**src/rtl/synth_pkg.sv**
```systemverilog
// Shared types, constants and note arithmetic for the polyphonic note allocator.
package synth_pkg;

    localparam int MIDI_NOTE_MAX = 127;
    localparam logic [3:0] MAJOR_OFFSETS [7] = '{4'd0, 4'd2, 4'd4, 4'd5, 4'd7, 4'd9, 4'd11};

    typedef logic [7:0] note_t;
    typedef logic [2:0] rank_t;
    typedef logic [2:0] voice_idx_t;
    typedef logic [4:0] key_idx_t;

    // Full-width signed arithmetic so negative octave shifts clamp rather than wrap.
    function automatic note_t calc_note(input int base, input key_idx_t key,
                                        input logic major, input logic signed [2:0] octave);
        int         off;
        int         n;
        logic [2:0] deg;
        deg = 3'(int'(key) % 7);
        if (major)
            off = 12 * (int'(key) / 7) + int'(MAJOR_OFFSETS[deg]);
        else
            off = int'(key);
        n = base + off + 12 * int'(octave);
        if (n < 0)
            return '0;
        else if (n > MIDI_NOTE_MAX)
            return note_t'(MIDI_NOTE_MAX);
        else
            return note_t'(n);
    endfunction

endpackage

```
**src/rtl/voice_rank_tracker.sv**
```systemverilog
// Age ranks of the voice slots: rank 0 = most recently allocated, NUM_VOICES-1 = oldest.
module voice_rank_tracker
    import synth_pkg::*;
#(
    parameter int NUM_VOICES = 4
) (
    input  logic       clk,
    input  logic       rst,
    input  logic       alloc,
    input  voice_idx_t alloc_voice,
    output voice_idx_t oldest_voice
);

    rank_t ranks [NUM_VOICES];
    rank_t sel_rank;

    always_comb begin
        sel_rank     = '0;
        oldest_voice = '0;
        for (int v = 0; v < NUM_VOICES; v++) begin
            if (alloc_voice == voice_idx_t'(v))
                sel_rank = ranks[v];
            if (ranks[v] == rank_t'(NUM_VOICES - 1))
                oldest_voice = voice_idx_t'(v);
        end
    end

    // Only voices younger than the chosen one age, which keeps ranks a permutation.
    always_ff @(posedge clk) begin
        if (rst) begin
            for (int v = 0; v < NUM_VOICES; v++)
                ranks[v] <= rank_t'(v);
        end else if (alloc) begin
            for (int v = 0; v < NUM_VOICES; v++) begin
                if (alloc_voice == voice_idx_t'(v))
                    ranks[v] <= '0;
                else if (ranks[v] < sel_rank)
                    ranks[v] <= ranks[v] + 3'd1;
            end
        end
    end

endmodule

```
**src/rtl/poly_note_allocator.sv**
```systemverilog
// Polyphonic key-to-voice allocator: queues key edges, services one per cycle,
// assigns free voices lowest-first and steals the oldest voice when all are busy.
module poly_note_allocator
    import synth_pkg::*;
#(
    parameter int NUM_KEYS   = 16,
    parameter int NUM_VOICES = 4,
    parameter int BASE_NOTE  = 60
) (
    input  logic                    clk_in,
    input  logic                    rst_in,
    input  logic [NUM_KEYS-1:0]     key_in,
    input  logic                    scale_mode_in,
    input  logic [2:0]              octave_in,
    output logic [8*NUM_VOICES-1:0] note_out,
    output logic [NUM_VOICES-1:0]   gate_out,
    output logic [NUM_VOICES-1:0]   trigger_out,
    output logic                    steal_out
);

    logic [NUM_KEYS-1:0]   key_prev, pending_on, pending_off;
    logic [NUM_KEYS-1:0]   on_next, off_next, rise, fall;
    key_idx_t              owners [NUM_VOICES];
    note_t                 notes  [NUM_VOICES];
    logic                  svc_off, svc_on, all_gated, free_found;
    key_idx_t              off_key, on_key;
    voice_idx_t            free_voice, oldest_voice, alloc_voice;
    logic [NUM_VOICES-1:0] rel_mask, alloc_mask;
    note_t                 new_note;

    assign rise = key_in & ~key_prev;
    assign fall = ~key_in & key_prev;

    // Releases always take priority over presses; lowest key index wins within a class.
    always_comb begin
        svc_off = |pending_off;
        svc_on  = !svc_off && (|pending_on);
        off_key = '0;
        on_key  = '0;
        for (int k = NUM_KEYS - 1; k >= 0; k--) begin
            if (pending_off[k]) off_key = key_idx_t'(k);
            if (pending_on[k])  on_key  = key_idx_t'(k);
        end
    end

    always_comb begin
        rel_mask   = '0;
        free_found = 1'b0;
        free_voice = '0;
        for (int v = 0; v < NUM_VOICES; v++) begin
            if (svc_off && gate_out[v] && owners[v] == off_key && rel_mask == '0)
                rel_mask[v] = 1'b1;
            if (!gate_out[v] && !free_found) begin
                free_found = 1'b1;
                free_voice = voice_idx_t'(v);
            end
        end
        all_gated   = !free_found;
        alloc_voice = all_gated ? oldest_voice : free_voice;
        for (int v = 0; v < NUM_VOICES; v++)
            alloc_mask[v] = svc_on && (alloc_voice == voice_idx_t'(v));
        new_note = calc_note(BASE_NOTE, on_key, scale_mode_in, octave_in);
    end

    // A fall that catches its own unserviced press cancels the press entirely.
    always_comb begin
        on_next  = pending_on;
        off_next = pending_off;
        for (int k = 0; k < NUM_KEYS; k++) begin
            if (svc_off && off_key == key_idx_t'(k)) off_next[k] = 1'b0;
            if (svc_on  && on_key  == key_idx_t'(k)) on_next[k]  = 1'b0;
            if (rise[k]) begin
                on_next[k] = 1'b1;
            end else if (fall[k]) begin
                if (on_next[k]) begin
                    on_next[k]  = 1'b0;
                    off_next[k] = 1'b0;
                end else begin
                    off_next[k] = 1'b1;
                end
            end
        end
    end

    always_ff @(posedge clk_in) begin
        if (rst_in) begin
            key_prev    <= '0;
            pending_on  <= '0;
            pending_off <= '0;
            gate_out    <= '0;
            trigger_out <= '0;
            steal_out   <= 1'b0;
            for (int v = 0; v < NUM_VOICES; v++) begin
                owners[v] <= '0;
                notes[v]  <= '0;
            end
        end else begin
            key_prev    <= key_in;
            pending_on  <= on_next;
            pending_off <= off_next;
            trigger_out <= alloc_mask;
            steal_out   <= svc_on && all_gated;
            for (int v = 0; v < NUM_VOICES; v++) begin
                if (rel_mask[v])
                    gate_out[v] <= 1'b0;
                if (alloc_mask[v]) begin
                    gate_out[v] <= 1'b1;
                    owners[v]   <= on_key;
                    notes[v]    <= new_note;
                end
            end
        end
    end

    for (genvar v = 0; v < NUM_VOICES; v++) begin : g_note
        assign note_out[8*v +: 8] = notes[v];
    end

    voice_rank_tracker #(.NUM_VOICES(NUM_VOICES)) u_rank (
        .clk          (clk_in),
        .rst          (rst_in),
        .alloc        (svc_on),
        .alloc_voice  (alloc_voice),
        .oldest_voice (oldest_voice)
    );

endmodule

```
**config.mk**
```make
export PLATFORM = sky130hd
export DESIGN_NAME = poly_note_allocator
export DESIGN_NICKNAME = d
export VERILOG_FILES = /design/src/rtl/synth_pkg.sv /design/src/rtl/voice_rank_tracker.sv /design/src/rtl/poly_note_allocator.sv
export SDC_FILE = /design/constraint.sdc
export NUM_CORES = 1
export LEC_CHECK = 0
export CAP_MARGIN = 15
export CORE_ASPECT_RATIO = 1.4
export CORE_MARGIN = 2
export CORE_UTILIZATION = 62
export DETAILED_ROUTE_END_ITERATION = 12
export GPL_TIMING_DRIVEN = 0
export PLACE_DENSITY_LB_ADDON = 0.15
export SLEW_MARGIN = 20
export SYNTH_ARGS = -nofsm -noshare
export SYNTH_HDL_FRONTEND = slang
export SYNTH_SLANG_ARGS = --single-unit
export TNS_END_PERCENT = 100
```
**constraint.sdc**
```tcl
create_clock -name clk_in -period 14.28 [get_ports clk_in]
set_input_delay 2.856 -clock clk_in [delete_from_list [all_inputs] [get_ports clk_in]]
set_output_delay 2.856 -clock clk_in [all_outputs]
set_load 0.01 [all_outputs]
```
# Word level (Yosys, flattened, before mapping)
# Memories as Yosys holds them, arrays and structs flattened.
# Index checks and enable logic that the tools add are counted.
# totals
reg_bits,57
in_bits,22
wordCells,405
rom_bits,32
out_inout_bits,41
n_memories,4
ramBits,64
# classes
eq_ne,40
n_reduce_logical,70
div,2
n_addsub,7
bitwise_logic,22
muxes,242
n_lt_le_gt_ge,7
n_mul,2
# memory_table
memory,depth,word_bits,read_ports,rd_ports_with_merged_regs,wr,line,rtl
(no name shown),8,4,1,0,0,synth_pkg.sv:20,off = 12 * (int'(key) / 7) + int'(MAJOR_OFFSETS[deg]);
notes,4,8,4,0,4,poly_note_allocator.sv:24,note_t notes [NUM_VOICES];
owners,4,5,4,0,4,poly_note_allocator.sv:23,key_idx_t owners [NUM_VOICES];
u_rank.ranks,4,3,4,0,4,voice_rank_tracker.sv:14,rank_t ranks [NUM_VOICES];
# ops
operator,n
2-to-1 mux 1 bit,180
2-to-1 mux 5 bit,31
equality test 5 x 4 -> 1 bit (second input constant),16
logical AND 1 bit,52
2-to-1 mux 8 bit,6
2-to-1 mux 3 bit,15
equality test 5 x 3 -> 1 bit (second input constant),8
adder 32 x 5 -> 32 bit,1
adder 32 x 8 -> 32 bit,1
adder 7 x 32 -> 32 bit (first input constant),1
bitwise AND 16 bit,2
divider 6 x 4 -> 32 bit (second input constant),1
> comparator 32 x 8 -> 1 bit (second input constant),1
< comparator 32 x 1 -> 1 bit (second input constant),1
modulo 6 x 4 -> 32 bit (second input constant),1
multiplier 3 x 32 -> 30 bit (first input constant),1
2-to-1 mux 32 bit,1
NOT 16 bit,2
OR reduction 16 bit,2
2-to-1 mux 4 bit,7
equality test 5 x 2 -> 1 bit (second input constant),4
equality test 5 bit,4
OR 1 bit,16
equality test 3 x 2 -> 1 bit (second input constant),5
other kinds (14),33

# Depth between registers and ports, before layout
# Gate-level depths: netlist of run 1.
# depth
depth_word,30
depth_mapped,38

# Hierarchy
# A second synthesis of run 1 with hierarchy kept.
# unflattened
cells_unflattened,695
hier_area_um2,6557.5
# by_module_without_submodules
mod,area_per_inst_um2,seq_area_each_um2,cells_per_inst,n_inst
poly_note_allocator,5476.5,2582.5,587,1
voice_rank_tracker,1081.0,360.3,108,1

# Worst setup path after synthesis of run 1
# No wires, ideal clock.
# synth_path
path_type,register to register
from,reg pending_on[5]
to,"mem notes[0][5] (netlist name), data pin"
required_time_ns,14.013
path_stages_with_launch,37
path_buffers,1
period_less_slack_ns,7.202
path_slack_ns,7.078
arrival_ns,6.936
setup_time_ns,0.267
cell_sequence,dfxtp_1 -> or4_1 -> a21oi_1 -> nand2b_1 -> inv_1 -> ha_1 -> ha_1 -> a211oi_1 -> a21oi_1 -> inv_1 -> ha_1 -> clkbuf_1 -> nor3_1 -> mux2_2 -> a32oi_1 -> o21ai_1 -> ha_1 -> inv_1 -> fa_1 -> mux2_2 -> ha_1 -> inv_1 -> ha_1 -> inv_1 -> fa_1 -> nand2b_1 -> nand2b_1 -> a21o_1 -> ha_1 -> nor2_1 -> ha_1 -> inv_1 -> nand4_1 -> nor4_1 -> inv_1 -> o21ai_0 -> nor2_1
# synth_lines
element,line,rtl
from (decl),poly_note_allocator.sv:21,"logic [NUM_KEYS-1:0] key_prev, pending_on, pending_off;"
from (signal assigned),poly_note_allocator.sv:99,pending_on <= on_next;
to (decl),poly_note_allocator.sv:24,

==> impl_results.md, run 1 <==
- Max-cap violation count: 0
- Synth area leaders: edfxtp_1 (28%), dfxtp_1 (17%), ha_1 (8.6%), nor2_1 (6.0%), inv_1 (4.0%)
- Total negative slack: 0 ns
- FF+latch area: 2940 um2
- Final Setup Violations: 0
- Final HPWL DP: 12,400 um
- Area grow syn2layout: 20.5%
- RD Place Congestion: 0.960
- Num ports: 63
- Post-synth EDFFs: 60
- Synth top area share: 0.275
- Vias in the first global route: 5,715
- Min-delay worst type: register to register
- Initial Util: 0.632
- Crit path launch type: register
- Pin count of the biggest net entering global routing: 17
- Most frequent cell after synthesis: nor2_1
- Leading area contributor after synthesis: edfxtp_1
- Crit-path slowest cell: or4_1
- WP data required: 14.43 ns
- Sequential fraction of the synthesis area: 0.450
- Clk buf depth: 2
- # nets final: 832
- Final worst path period share: 0.607
- CTS Sinks: 117
- DR vias: 5,530
- Final Max Slew Viols: 0
- Overflow after GRT: 0
- Post-Place Setup Slack: 5.79 ns
- Cells after synthesis: 681
- Status: finished, final reports clean
- Post-route ant nets: 0
- Clock share of power: 0.366
- Share of cells above drive strength 1: 0.0889
- Clock Latency Late Sink: 0.42 ns
- Rows: 44
- # fillers: 732
- Post-CTS sizing: 0
- Warnings, synthesis: 0
- Skew final: 0.0131 ns
- Slew margin rel.: 0.547
- Period minus WS final: 8.66 ns
- Max FO, Critical Path: 8
- Slew @ Worst Pin: 0.673 ns
- Tot Pwr: 1.09 mW
- First-pass GRT wire length: 27,900 um
- Clk slew on worst S/H paths: 0.06 ns
- Max stage delay on crit path: 0.66 ns
- Ys flop type: edfxtp_1
- Int Pwr: 740 uW
- Input/output buffers: 60
- Fin worst setup slack: 5.62 ns
- Synthesized area: 6540 um2
- Routed length per instance: 18.9 um
- Max Clk Rate: 0.115 GHz
- Hold Buf Count CTS: 0
- Worst vdd ir: 0.000114 V
- Multi-input logic area: 3260 um2
- Pre-antenna DRT Iters: 5
- Die W: 90.8 um
- Post-synth ARST share: 0
- Worst setup EP type: register
- Pleak: 3.11 nW
- Utilization after layout: 0.762
- Vias per cell: 6.05
- Routed wire length: 17,200 um
- H-tree depth: 4
- Switching share of power: 0.322
- Antenna cells: 0
- Avg Inst Size Synth: 9.61 um2
- Final Hold Viols: 0
- Crit path kind: register to register
- Pwr dens: 138 nW/um2
- Sw Pwr: 352 uW
- Post-CTS setup buffer count: 0
- Register share of total power: 0.377
- GRT Total Usage: 0.313
- Die footprint: 11,400 um2
- Die height: 126 um
- Clk Tree Root Cell: clkbuf_16
- DRC: 0
- Core footprint: 10,300 um2
- Initial antenna violation count: 0
- CTS tree: yes
- Worst Path Arrival: 8.81 ns
- First DRT Iteration DRCs: 413
- Unique masters post-synth: 76
- Flops & latches, synth: 117
- RSZ-0062 raised after global routing: false
- Gate power share: 0.258
- Post-synth top cells: nor2_1 (105), inv_1 (70), edfxtp_1 (60), dfxtp_1 (57), ha_1 (45)
- Total CTS buffers: 17
## through the flow
stage          std cells  hold slack [ns]  cell area, um2
4_1_cts              914            0.489            7890
3_3_place_gp         882            0.468            7330
6_report             914            0.485            7890
3_5_place_dp         882            0.479            7330
5_1_grt              914            0.505            7890
2_1_floorplan        684            0.457            6550
## critical path: cells and delay by family, from the launching register on
| family | cells | cell delay [ns] |
|---|---|---|
| adders and majority gates | 10 | 2.50 |
| and+or+nand+nor | 8 | 2.15 |
| AOI/OAI and AO/OA | 9 | 1.92 |
| buffers and inverters | 9 | 1.15 |
| DFF | 1 | 0.38 |
| muxes | 1 | 0.28 |
## cells by family (layout without fill, tap and decap cells)
kind of cell    count (synthesis)  in the layout  share of synthesized area
flops                         117            117                      0.450
simple gates                  245            245                      0.187
buf+inv                        92            184                     0.0535
other cells                     1              4                   0.000573
xor+xnor                       22             22                     0.0295
mux                             7              7                     0.0149
fa+ha+maj                      62             62                      0.115
compound gates                135            135                      0.149
## layout make-up
cell class	count	share of cell area
timing repair buffer	60	0.0762
buffer	19	0.00968
tap	138	0.0219
clock inverter	14	0.0163
inverter	73	0.0348
multi-input combinational	475	0.414
sequential	117	0.373
clock buffer	18	0.0544
## power by group through the flow
stage                     logic, mW  registers, mW  clock network, mW
final                         0.281          0.411              0.399
after global placement        0.262          0.415                  0
after detailed placement      0.273          0.416                  0
after global routing          0.308          0.414              0.414
after floorplan               0.183          0.415                  0
after CTS                     0.279          0.410              0.401
## state kept, by name, indices dropped and copies added (netlist names)
signal,cells
gate_out,4
owners,16
trigger_out,4
pending_off,16
steal_out,1
u_rank.ranks,12
key_prev,16
notes,32
pending_on,16
## layer usage
| metal | routed length [um] | GRT usage | vias to the layer above |
|---|---|---|---|
| met5 | 0 | 0 | - |
| met2 | 9050 | 0.574 | 217 |
| li1 | - | - | 2589 |
| met4 | 684 | 0.163 | 0 |
| met3 | 908 | 0.0669 | 63 |
| met1 | 6590 | 0.335 | 2661 |
## layout by cell type, fill, tap and decap left out, types with 22 or more instances in the layout
cell               n
a21oi_1           30
clkdlybuf4s50_1   60
dfxtp_1           57
edfxtp_1          60
ha_1              45
inv_1             70
nand2_1           28
nand2b_1          22
nand3_1           25
nor2_1           105
## final timing paths
kind                  from        endpoint  slack [ns]  depth (start not counted)
min reg2reg    key_prev[1]  pending_off[1]        0.48                          2
max          pending_on[7]     notes[0][6]        5.62                         37
max reg2reg  pending_on[7]     notes[0][6]        5.62                         37
min            key_prev[1]  pending_off[1]        0.48                          2
(Power assumes the default switching activity.)
==> run 2, diff against run 1 <==
--- a/config.mk
+++ b/config.mk
@@ -8,7 +8,7 @@
 export CAP_MARGIN = 15
 export CORE_ASPECT_RATIO = 1.4
 export CORE_MARGIN = 2
-export CORE_UTILIZATION = 62
+export CORE_UTILIZATION = 58
 export DETAILED_ROUTE_END_ITERATION = 12
 export GPL_TIMING_DRIVEN = 0
 export PLACE_DENSITY_LB_ADDON = 0.15
==> constraint.sdc (replaced) <==
create_clock -name clk_in -period 8.1 [get_ports clk_in]
set_input_delay 1.62 -clock clk_in [delete_from_list [all_inputs] [get_ports clk_in]]
set_output_delay 1.62 -clock clk_in [all_outputs]
set_load 0.01 [all_outputs]
==> run 2 against run 1 <==
Clock skew is 0.0044 ns lower. Power increased by 83%. Critical path depth is 1 lower. Cell count is 0.55% higher. Clock power increased by 91%. Final area is 2.1% higher. Via count is 2.2% lower. Critical path type unchanged. Critical endpoint is now notes[1][1]. Largest cell class unchanged.
==> impl_results.md, run 2 (synthesis results as in run 1) <==
- Status: finished, final reports clean
- Share of cells above drive strength 1: 0.111 (+0.0216)
- Highest-count cells in the layout ignoring fill and taps: nor2_1 (105), inv_1 (68), clkdlybuf4s50_1 (60), edfxtp_1 (60), dfxtp_1 (57)
- Routed wire length: 16,800 um (-2.5%)
- Clk slew on worst S/H paths: 0.05 ns (about the same)
- Final Hold Viols: 0 (unchanged)
- H-tree depth: 4 (unchanged)
- Worst setup EP type: register
- Max Clk Rate: 0.129 GHz (+12%)
- Commonest non-fill, non-tap cell in the layout: nor2_1
- Largest register FFs: 32 (unchanged)
- CP Buf/Inv Count: 8 (-1)
- Final Setup Violations: 0 (unchanged)
- First-pass GRT wire length: 27,300 um (-2.3%)
- Worst Path Arrival: 7.88 ns (-0.93 ns)
- Input/output buffers: 60 (unchanged)
- Total CTS buffers: 17 (unchanged)
- Slew @ Worst Pin: 0.689 ns (+0.0156 ns)
- Area of placed instances: 7330 um2 (about the same)
- Crit path launch type: register
- Area grow syn2layout: 23.1%
- RD Place Congestion: 0.879 (-8.4%)
- Grt met2 use: 0.534 (-0.0401)
- Max-cap violation count: 0 (unchanged)
- Slew margin rel.: 0.536 (-0.0105)
- Crit path kind: register to register
- GR Layer Usage met3: 0.0645 (-0.00233)
- DRC: 0 (unchanged)
- Num ports: 63 (unchanged)
- # fillers: 782 (+6.8%)
- Pleak: 3.16 nW (+1.8%)
- Pwr dens: 248 nW/um2 (+79%)
- Reg with most FFs: notes
- Min-delay worst type: register to register
- Worst path most repeated cell: ha_1
- Rows: 45 (+2.3%)
- Final worst path period share: 0.954 (+0.348)
- Worst vdd ir: 0.000244 V (+110%)
- Final Max Slew Viols: 0 (unchanged)
- CP top delay family: adder cells
- Utilization after layout: 0.737 (-0.0247)
- Clk buf depth: 2 (unchanged)
- Max FO, Critical Path: 8 (unchanged)
- Antenna cells: 0 (unchanged)
- Die W: 93.8 um (+3.2%)
- Crit-path slowest cell: or4_4
- Post-route ant nets: 0 (unchanged)
- Max stage delay on crit path: 0.61 ns (-0.05 ns)
- Initial Util: 0.599 (-0.0332)
- Core footprint: 10,900 um2 (+5.5%)
- Pin count of the biggest net entering global routing: 17 (unchanged)
- Vias per cell: 5.89 (-2.7%)
- Final HPWL DP: 12,300 um (-1.1%)
- Die footprint: 12,200 um2 (+6.6%)
- First DRT Iteration DRCs: 317 (-23%)
- Skew final: 0.00866 ns (-0.00439 ns)
- Clk Tree Root Cell: clkbuf_16
- Die height: 130 um (+3.3%)
- WP data required: 8.25 ns (-6.18 ns)
- Pre-antenna DRT Iters: 6 (+1)
- CTS Sinks: 117 (unchanged)
- Clock Latency Late Sink: 0.41 ns (about the same)
- GRT Total Usage: 0.291 (-0.0219)
- CTS tree: yes
- DR vias: 5,409 (-2.2%)
- Initial antenna violation count: 0 (unchanged)
- Met1 Use GR: 0.312 (-0.0230)
- Most used routing layer: met2
- Overflow after GRT: 0 (unchanged)
- Vias in the first global route: 5,500 (-3.8%)
- Period minus WS final: 7.73 ns (-0.934 ns)
- # nets final: 834 (+0.24%)
- Final non-filler cell area: 8050 um2 (+2.1%)
- Routed length per instance: 18.3 um (-3.0%)
-- run 2: what timing repair did --
action / in CTS / in global routing
hold buffers: 0 / 0
pin swaps: 1 / 2
setup endpoints to repair: 28 / 28
buffers inserted: 1 / 2
resized for setup: 12 / 12
-- run 2: worst paths after layout --
kind / from / to / slack [ns] / cells after the start
max reg2reg: pending_on[5] / notes[1][1] / 0.37 / 36
min reg2reg: key_prev[9] / pending_off[9] / 0.49 / 2
max: pending_on[5] / notes[1][1] / 0.37 / 36
min: key_prev[9] / pending_off[9] / 0.49 / 2
-- run 2: power by group --
| group | internal [mW] | leakage, nW | switching, mW |
|---|---|---|---|
| combinational | 0.207 | 1.79 | 0.301 |
| sequential | 0.682 | 1.08 | 0.0429 |
| clock | 0.487 | 0.289 | 0.276 |
-- run 2: layout make-up --
cell class              instances  area [um2]  area share
well taps                     141         176      0.0219
clock buffers                  18         429      0.0533
clock inverters                14         175      0.0218
multi-input cells             475        3350       0.416
flip-flops and latches        117        2940       0.366
plain buffers                  18        75.1     0.00932
inverters                      73         277      0.0343
repair buffers                 63         623      0.0774
-- run 2: worst reg2reg max path: cells and delay by family, from the launching register on --
| family | cells | cell delay, ns |
|---|---|---|
| flops | 1 | 0.37 |
| simple gates | 8 | 1.73 |
| compound gates | 9 | 1.51 |
| fa+ha+maj | 10 | 2.85 |
| mux | 1 | 0.28 |
| buf+inv | 8 | 0.78 |
-- run 2: routing by layer --
layer | part of all wire | up-vias
li1 | - | 2605
met1 | 0.38 | 2578
met2 | 0.54 | 187
met3 | 0.049 | 39
met4 | 0.032 | 0
met5 | 0 | -
-- run 2: per-stage QoR --
step / hold WS, ns / power [mW] / cells / TNS (ns) / setup WS [ns]
final: 0.486 / 2.00 / 919 / 0 / 0.371
after global routing: 0.507 / 2.08 / 919 / -0.142 / -0.0487
after CTS: 0.484 / 1.99 / 918 / 0 / 0.00737
after detailed placement: 0.474 / 1.22 / 885 / -8.29 / -0.480
after global placement: 0.470 / 1.19 / 885 / -2.29 / -0.171
after floorplan: 0.457 / 1.05 / 684 / 0 / 0.898
